--- src/rtl/pipe_hazard_ctrl.sv ---
// Pipeline stall/flush/halt controller: resolves hazards into PC/IF/ID/ID/EX controls,
// runs the RUN/HALTED/STEP machine and keeps saturating statistics counters.
module pipe_hazard_ctrl #(
    parameter int CNT_W = 16
) (
    input  logic             clk,
    input  logic             rst_n,
    input  logic             loaduse_i,
    input  logic             branch_taken_i,
    input  logic             jump_id_i,
    input  logic             halt_req_i,
    input  logic             go_i,
    input  logic             step_i,
    output logic             pc_en_o,
    output logic             ifid_en_o,
    output logic             ifid_clr_o,
    output logic             idex_clr_o,
    output logic             halted_o,
    output logic [CNT_W-1:0] stall_cnt_o,
    output logic [CNT_W-1:0] flush_cnt_o,
    output logic [CNT_W-1:0] cycle_cnt_o,
    output logic [1:0]       state_o
);

    typedef enum logic [1:0] {
        ST_RUN    = 2'd0,
        ST_HALTED = 2'd1,
        ST_STEP   = 2'd2
    } state_e;

    localparam logic [CNT_W-1:0] CNT_ONE = {{(CNT_W-1){1'b0}}, 1'b1};
    localparam logic [CNT_W-1:0] CNT_MAX = {CNT_W{1'b1}};

    state_e           state_q, state_d;
    logic             go_q, step_q;
    logic             go_rise, step_rise;
    logic             stall_inc, flush_inc, cycle_inc;
    logic [CNT_W-1:0] stall_cnt_q, stall_cnt_d;
    logic [CNT_W-1:0] flush_cnt_q, flush_cnt_d;
    logic [CNT_W-1:0] cycle_cnt_q, cycle_cnt_d;

    assign go_rise   = go_i & ~go_q;
    assign step_rise = step_i & ~step_q;

    always_comb begin
        state_d    = state_q;
        pc_en_o    = 1'b1;
        ifid_en_o  = 1'b1;
        ifid_clr_o = 1'b0;
        idex_clr_o = 1'b0;
        halted_o   = 1'b0;
        stall_inc  = 1'b0;
        flush_inc  = 1'b0;
        cycle_inc  = 1'b0;
        case (state_q)
            ST_HALTED: begin
                // Front end frozen; ID/EX keeps injecting bubbles so the back end drains.
                pc_en_o    = 1'b0;
                ifid_en_o  = 1'b0;
                idex_clr_o = 1'b1;
                halted_o   = 1'b1;
                if (go_rise) begin
                    state_d = ST_RUN;
                end else if (step_rise) begin
                    state_d = ST_STEP;
                end
            end
            default: begin
                cycle_inc = 1'b1;
                if (state_q == ST_STEP) begin
                    state_d = ST_HALTED;
                end
                if (halt_req_i) begin
                    pc_en_o    = 1'b0;
                    ifid_en_o  = 1'b0;
                    idex_clr_o = 1'b1;
                    state_d    = ST_HALTED;
                end else if (branch_taken_i) begin
                    // Instruction in ID is wrong-path, so its loaduse/jump are moot.
                    ifid_clr_o = 1'b1;
                    idex_clr_o = 1'b1;
                    flush_inc  = 1'b1;
                end else if (loaduse_i) begin
                    pc_en_o    = 1'b0;
                    ifid_en_o  = 1'b0;
                    idex_clr_o = 1'b1;
                    stall_inc  = 1'b1;
                end else if (jump_id_i) begin
                    ifid_clr_o = 1'b1;
                    flush_inc  = 1'b1;
                end
            end
        endcase
    end

    always_comb begin
        stall_cnt_d = stall_cnt_q;
        flush_cnt_d = flush_cnt_q;
        cycle_cnt_d = cycle_cnt_q;
        if (stall_inc && stall_cnt_q != CNT_MAX) stall_cnt_d = stall_cnt_q + CNT_ONE;
        if (flush_inc && flush_cnt_q != CNT_MAX) flush_cnt_d = flush_cnt_q + CNT_ONE;
        if (cycle_inc && cycle_cnt_q != CNT_MAX) cycle_cnt_d = cycle_cnt_q + CNT_ONE;
    end

    always_ff @(posedge clk or negedge rst_n) begin
        if (!rst_n) begin
            state_q     <= ST_RUN;
            go_q        <= 1'b0;
            step_q      <= 1'b0;
            stall_cnt_q <= '0;
            flush_cnt_q <= '0;
            cycle_cnt_q <= '0;
        end else begin
            state_q     <= state_d;
            go_q        <= go_i;
            step_q      <= step_i;
            stall_cnt_q <= stall_cnt_d;
            flush_cnt_q <= flush_cnt_d;
            cycle_cnt_q <= cycle_cnt_d;
        end
    end

    assign stall_cnt_o = stall_cnt_q;
    assign flush_cnt_o = flush_cnt_q;
    assign cycle_cnt_o = cycle_cnt_q;
    assign state_o     = state_q;

endmodule

--- config.mk ---
export PLATFORM = sky130hd
export DESIGN_NAME = pipe_hazard_ctrl
export DESIGN_NICKNAME = d
export VERILOG_FILES = /design/src/rtl/pipe_hazard_ctrl.sv
export SDC_FILE = /design/constraint.sdc
export NUM_CORES = 1
export LEC_CHECK = 0
export CAP_MARGIN = 5
export CORE_MARGIN = 8
export CORE_UTILIZATION = 49
export DETAILED_ROUTE_END_ITERATION = 16
export GPL_ROUTABILITY_DRIVEN = 0
export PLACE_DENSITY_LB_ADDON = 0.25
export SLEW_MARGIN = 40
export SYNTH_ARGS = -nofsm -noshare
export SYNTH_HDL_FRONTEND = slang
export SYNTH_SLANG_ARGS = --single-unit
--- constraint.sdc ---
create_clock -name clk -period 2.2 [get_ports clk]
set_input_delay 0.22 -clock clk [delete_from_list [all_inputs] [get_ports clk]]
set_output_delay 0.22 -clock clk [all_outputs]
set_load 0.01 [all_outputs]
==> impl_results.md, run 1 <==
- WHS: 0.396 ns
- Clock sinks: 52
- R2R setup slack: 0.35 ns
- Die X: 88.6 um
- Synth top area cells: dfrtp_1, xnor2_1, xor2_1, nand3_1, nand2_1
- Max Cap Viol: 0
- Initial antenna violation count: 0
- Mapped Nets: 246
- GRT Overall Usage: about 15%
- Root Buffer: clkbuf_8
- Total gr overflow: 0
- Final wirelength: 5590 um
- WS Path Type: register to primary output
- Post-DP HPWL: 4420 um
- Layout cells sized above 1: 11.9%
- Die Y: about 89 um
- Worst Setup SP: state_o[1]
- Switching share of total power: 33.3%
- RSZ-0062 raised after global routing: false
- Worst-Skew Late Latency: 0.30 ns
- Yosys reg bits: 52
- Core box area: 0.00511 mm2
- Mapped Area: 0.00258 mm2
- Initial Utilization: 50.6%
- Max IR drop VDD: 0.659 mV
- Worst Skew: 0.00407 ns
- Drt drc: 0
- Worst path required time: 1.98 ns
- Final slew viol count: 0
- Outcome: finished clean
- Clock power share: around a fifth
- Critical path capture point type: primary output
- Max Freq: 478 MHz
- Routed Antenna Nets: 0
- FP Rows: 26
- Antenna diodes: 0
- Pwr/cell area: 830 mW/mm2
- DR iter-0 viols: 51
- CTS HTree Levels: 2
- Ports: 63
- Final setup TNS: 0 ns
- R2R Path End: flush_cnt_o[14]
- Footprint of the multi-input gates: 0.00123 mm2
- CTS tree: done
- Die area: 0.00786 mm2
- Cells after Synth: 235
- DRT Pass-1 Iters: 4
- First-pass GRT wire length: between 9000 and 10,000 um
- Asr flop ratio synth: between 90% and 100%
- Post-synth top area cell: dfrtp_1
- Nets: about 320
- Number of setup buffers added after CTS: 0
- Hold Violations, Final: 0
- CP endpoint: idex_clr_o
- Post-synth EDFFs: 0
- Sequential fraction of the synthesis area: roughly half
- Area share of the largest cell type after synthesis: between 50 and 60%
- Vias: 2,008
- Drt via density: 5.27
- CTS max path bufs: 2
- FILL cells: 414
- Reg area: 0.00130 mm2
- Port bufs: 62
- Worst Hold Class: input port to register
- P&R area growth vs syn: 32.8%
- Combinational power share: 33.8%
- Main synth FF type: dfrtp_1
- Critical-path maximum fanout: 8
- Final Setup Violations: 0
- NetSw: 0.000948 W
- Vias in the first global route: 2,073
- CP arrival: 1.87 ns
- Final Cycle Share: a little over nine tenths
- Total CTS buffers: 5
- Cell variety after synth: 44
- Clk slew on worst S/H paths: ~0.09 ns
- Crit path launch type: register
- Sequential power share: 46.6%
- Worst Reg2Reg Path Length in Cells: 6
- WL per Instance: 14.7 um
- Worst-margin pin slew: 0.571 ns
- Largest net degree at the start of global routing: 27
- Mapped Avg Cell Area: 11.0 um2
- Yosys Warn Count: 0
- Final min period: 2.09 ns
- Int Pwr: between 0.0015 and 0.002 W
- Worst R2R Start: flush_cnt_o[0]
- Leak Pwr: between 1 and 1.5 nW
- Relative max-transition margin: between 60 and 70%
==> cells in the final DEF (no fill, tap or decap), types with 2 or more instances in the layout <==
cell type and count:
clkdlybuf4s50_1 61, dfrtp_1 52, nand2_1 22, xnor2_1 20, nand3_1 19, xor2_1 12
a21oi_1 11, nor2_1 10, inv_1 9, and3_1 9, nand4_1 9, nor3_1 7
mux2_2 7, buf_4 7, and4_1 6, clkbuf_8 6, nor2b_1 3, mux2i_1 3
ha_1 3, nand2b_1 2, or2_2 2, nor3_2 2, and2_1 2, clkinv_2 2
==> Yosys cell counts, types with 3 or more instances <==
library cell  count
dfrtp_1          52
nand2_1          22
xnor2_1          20
nand3_1          19
xor2_1           12
a21oi_1          11
nor2_1           10
and3_1            9
inv_1             9
nand4_1           9
mux2_2            7
nor3_1            7
and4_1            6
ha_1              3
mux2i_1           3
nand2b_1          3
nor2b_1           3
==> layer usage <==
layer	wire length, um	track usage, %	vias to the layer above
li1	-	-	986
met1	2420	17.4	980
met2	2790	26.7	36
met3	325	3.53	6
met4	59	5.68	0
met5	0	0	-
==> sequential cells by signal, summed over array words and instances (netlist names) <==
signal	count
stall_cnt_o	16
flush_cnt_o	16
cycle_cnt_o	16
go_q	1
state_o	2
step_q	1
==> how the worst min path moves through the flow <==
| stage | slack [ns] | from | depth (start not counted) | to |
|---|---|---|---|---|
| 2_1_floorplan | -0.08 | rst_n | 0 | cycle_cnt_o[0] |
| 5_1_grt | 0.39 | step_i | 1 | step_q |
| 4_1_cts | 0.39 | step_i | 1 | step_q |
| 6_report | 0.40 | step_i | 1 | step_q |
| 3_3_place_gp | 0.26 | rst_n | 1 | flush_cnt_o[10] |
| 3_5_place_dp | 0.26 | rst_n | 1 | flush_cnt_o[10] |
==> cells by family (layout without fill, tap and decap cells) <==
kind of cell,after synthesis,in the layout,synth area share [%]
and+or+nand+nor,101,101,22.4
AOI/OAI and AO/OA,25,25,8.52
DFF,52,52,50.3
adders and majority gates,3,3,1.45
muxes,10,10,4.21
xor gates and xnor gates,32,32,10.8
buffers and inverters,12,88,2.28
==> worst max-delay path: stages, from the launching register on <==
cell	delay, ns
dfrtp_1	0.41
nand2b_4	0.19
inv_4	0.08
or4_1	0.40
clkdlybuf4s50_1	0.49
==> repair_timing <==
action / in CTS / in global routing
resized for setup: 1 / 1
hold buffers: 1 / 0
hold endpoints to repair: 24 / 0
pin swaps: 0 / 0
endpoints found under the setup margin: 1 / 1
==> power by group through the flow <==
stage / Sequential [W] / Combinational (W) / Clock, W
after global placement: 0.00134 / 0.000948 / 0
after floorplan: 0.00138 / 0.000422 / 0
after CTS: 0.00133 / 0.000976 / 0.000569
final: 0.00133 / 0.000964 / 0.000555
after detailed placement: 0.00135 / 0.000963 / 0
after global routing: 0.00136 / 0.00106 / 0.000603
==> layout make-up <==
cell class	instances	area share (%)
Timing Repair Buffer	70	19.8
Sequential cell	52	37.9
Clock buffer	6	2.41
Inverter	10	1.17
Clock inverter	2	0.292
Multi-Input combinational cell	171	35.9
Tap cell	70	2.55
==> metrics by stage <==
step	utilization, %	instances	setup WS, ns	instance area, um2	power, W
after floorplan	-	235	0.426	2580	0.00180
after global placement	65.0	372	0.229	3320	0.00229
after detailed placement	65.0	372	0.178	3320	0.00231
after CTS	67.1	381	0.0442	3430	0.00287
after global routing	67.2	381	0.0342	3430	0.00302
final	67.2	381	0.109	3430	0.00285
No activity file was read; power rests on OpenSTA's default activity.
==> inputs of run 2 (changes only) <==
Settings changed: REMOVE_ABC_BUFFERS set to 1.
==> run 2 against run 1 <==
Clock skew rose by 0.0034 ns; worst setup slack got worse by 0.016 ns; routed wire length fell by 0.30%; maximum frequency fell by 0.75%; register-to-register slack barely moved; die area did not move; cell count fell by 0.79%; combinational power fell by 0.4%; critical path depth did not move; global-route usage fell by 0.43 points; sequential share of layout area barely moved; critical path type unchanged.
==> impl_results.md, run 2 (synthesis gave the netlist of run 1 again) <==
- Outcome: finished clean
- DRT Pass-1 Iters: 4
- Hold Buf Count CTS: 0
- Layout cells sized above 1: between 10 and 15%
- Critical path capture point type: primary output
- Nets: 318
- Crit path launch type: register
- DR iter-0 viols: 75
- Die X: ~89 um
- Initial antenna violation count: 0
- Critical-path maximum fanout: 8
- Die area: roughly 0.0079 mm2
- Worst Hold Class: input port to async pin
- Max Freq: around 470 MHz
- Ports: 63
- R2R setup slack: 0.35 ns
- Number of setup buffers added after CTS: 0
- Post-DP HPWL: 4260 um
- Vias in the first global route: 2,004
- First-pass GRT wire length: 9270 um
- Relative max-transition margin: about three fifths
- Clock sinks: 52
- Final setup TNS: 0 ns
- Final Cycle Share: 95.8%
- CTS resizes: 1
- CTS max path bufs: 2
- Initial Utilization: 50.6%
- WS Path Type: register to primary output
- Pwr/cell area: 869 mW/mm2
- Drt drc: 0
- Most frequent cells in the layout: clkdlybuf4s50_1, dfrtp_1, nand2_1, xnor2_1, nand3_1
- Final slew viol count: 0
- P&R area growth vs syn: 32.9%
- Most common cell after layout, fill and taps aside: clkdlybuf4s50_1
- Die Y: 88.6 um
- CTS tree: done
- GRT Overall Usage: ~15%
- Routed Antenna Nets: 0
- Final Setup Violations: 0
- WHS: 0.0120 ns
- Antenna diodes: 0
- Root Buffer: clkbuf_8
- Fin util: 67.3%
- Slowest CP cell: clkdlybuf4s50_1
- Vias: 2,022
- Max Cap Viol: 0
- Overall power: 0.00299 W
- Placed cell areas: 0.00331 mm2
- Port bufs: 62
- R2R Path End: flush_cnt_o[14]
- Worst Skew: 0.00745 ns
- Leak Pwr: ~1.5 nW
- Worst path required time: around 2.0 ns
- Worst-Skew Late Latency: a little over 0.3 ns
- WL per Instance: 14.7 um
- Worst R2R Start: flush_cnt_o[0]
- RSZ-0062 raised after global routing: false
- Worst Reg2Reg Path Length in Cells: 6
- Total gr overflow: 0
- Hold Violations, Final: 0
- Final wirelength: 5580 um
- Final min period: 2.11 ns
- Largest net degree at the start of global routing: 53
- Worst path cell trace: nand2b_4, inv_4, or4_1, clkdlybuf4s50_1
- FP Rows: 26
- Clk slew on worst S/H paths: 0.09 ns
- Drt via density: 5.35
- CTS HTree Levels: 2
- Largest stage delay on the critical path: approximately 0.5 ns
- Final Instance Area: 0.00344 mm2
- CP arrival: 1.89 ns
- Total CTS buffers: 5
- FILL cells: 431
- Max IR drop VDD: between 0.7 and 0.8 mV
- Worst-margin pin slew: 0.628 ns
- Core box area: 0.00511 mm2
[run 2: critical path, delay by kind of cell, from the launching register on]
kind	cells	cell delay, ns
DFF	1	0.41
and+or+nand+nor	2	0.59
buffers and inverters	2	0.58
[run 2: per-layer routing]
metal	vias to the layer above	routed length [um]	GRT usage, %
met3	10	276	4.74
met1	987	2530	17.6
li1	980	-	-
met4	0	44	2.76
met2	45	2720	25.3
met5	-	0	0
[run 2: report_power, final]
part | switching [W] | internal [W] | total [W]
Combinational | 0.000430 | 0.000530 | 0.000960
Clock | 0.000317 | 0.000372 | 0.000689
Sequential | 0.000222 | 0.00112 | 0.00134
[run 2: layout make-up]
| cell class | instances | area (um2) | area share, % |
|---|---|---|---|
| Timing Repair Buffer | 67 | 653 | 19.0 |
| Clock buffer | 6 | 82.6 | 2.40 |
| Tap cell | 70 | 87.6 | 2.55 |
| Multi-Input combinational cell | 171 | 1230 | 35.9 |
| Sequential cell | 52 | 1300 | 37.9 |
| Clock inverter | 2 | 38.8 | 1.13 |
| Inverter | 10 | 40.0 | 1.17 |
[run 2: worst max path at each step]
stage	start	endpoint	slack (ns)	cells past startpoint
2_1_floorplan	state_o[1]	flush_cnt_o[1]	0.30	5
3_3_place_gp	loaduse_i	stall_cnt_o[15]	0.23	6
3_5_place_dp	loaduse_i	stall_cnt_o[10]	0.14	6
4_1_cts	state_o[1]	idex_clr_o	0.03	4
5_1_grt	state_o[1]	idex_clr_o	0.005	4
6_report	state_o[1]	idex_clr_o	0.09	4
[run 2: per-stage QoR]
step	worst slack, ns	instances
detailed placement	0.140	370
global placement	0.233	370
CTS	0.0293	378
global route	0.00529	378
finish	0.0933	378
floorplan	0.300	233
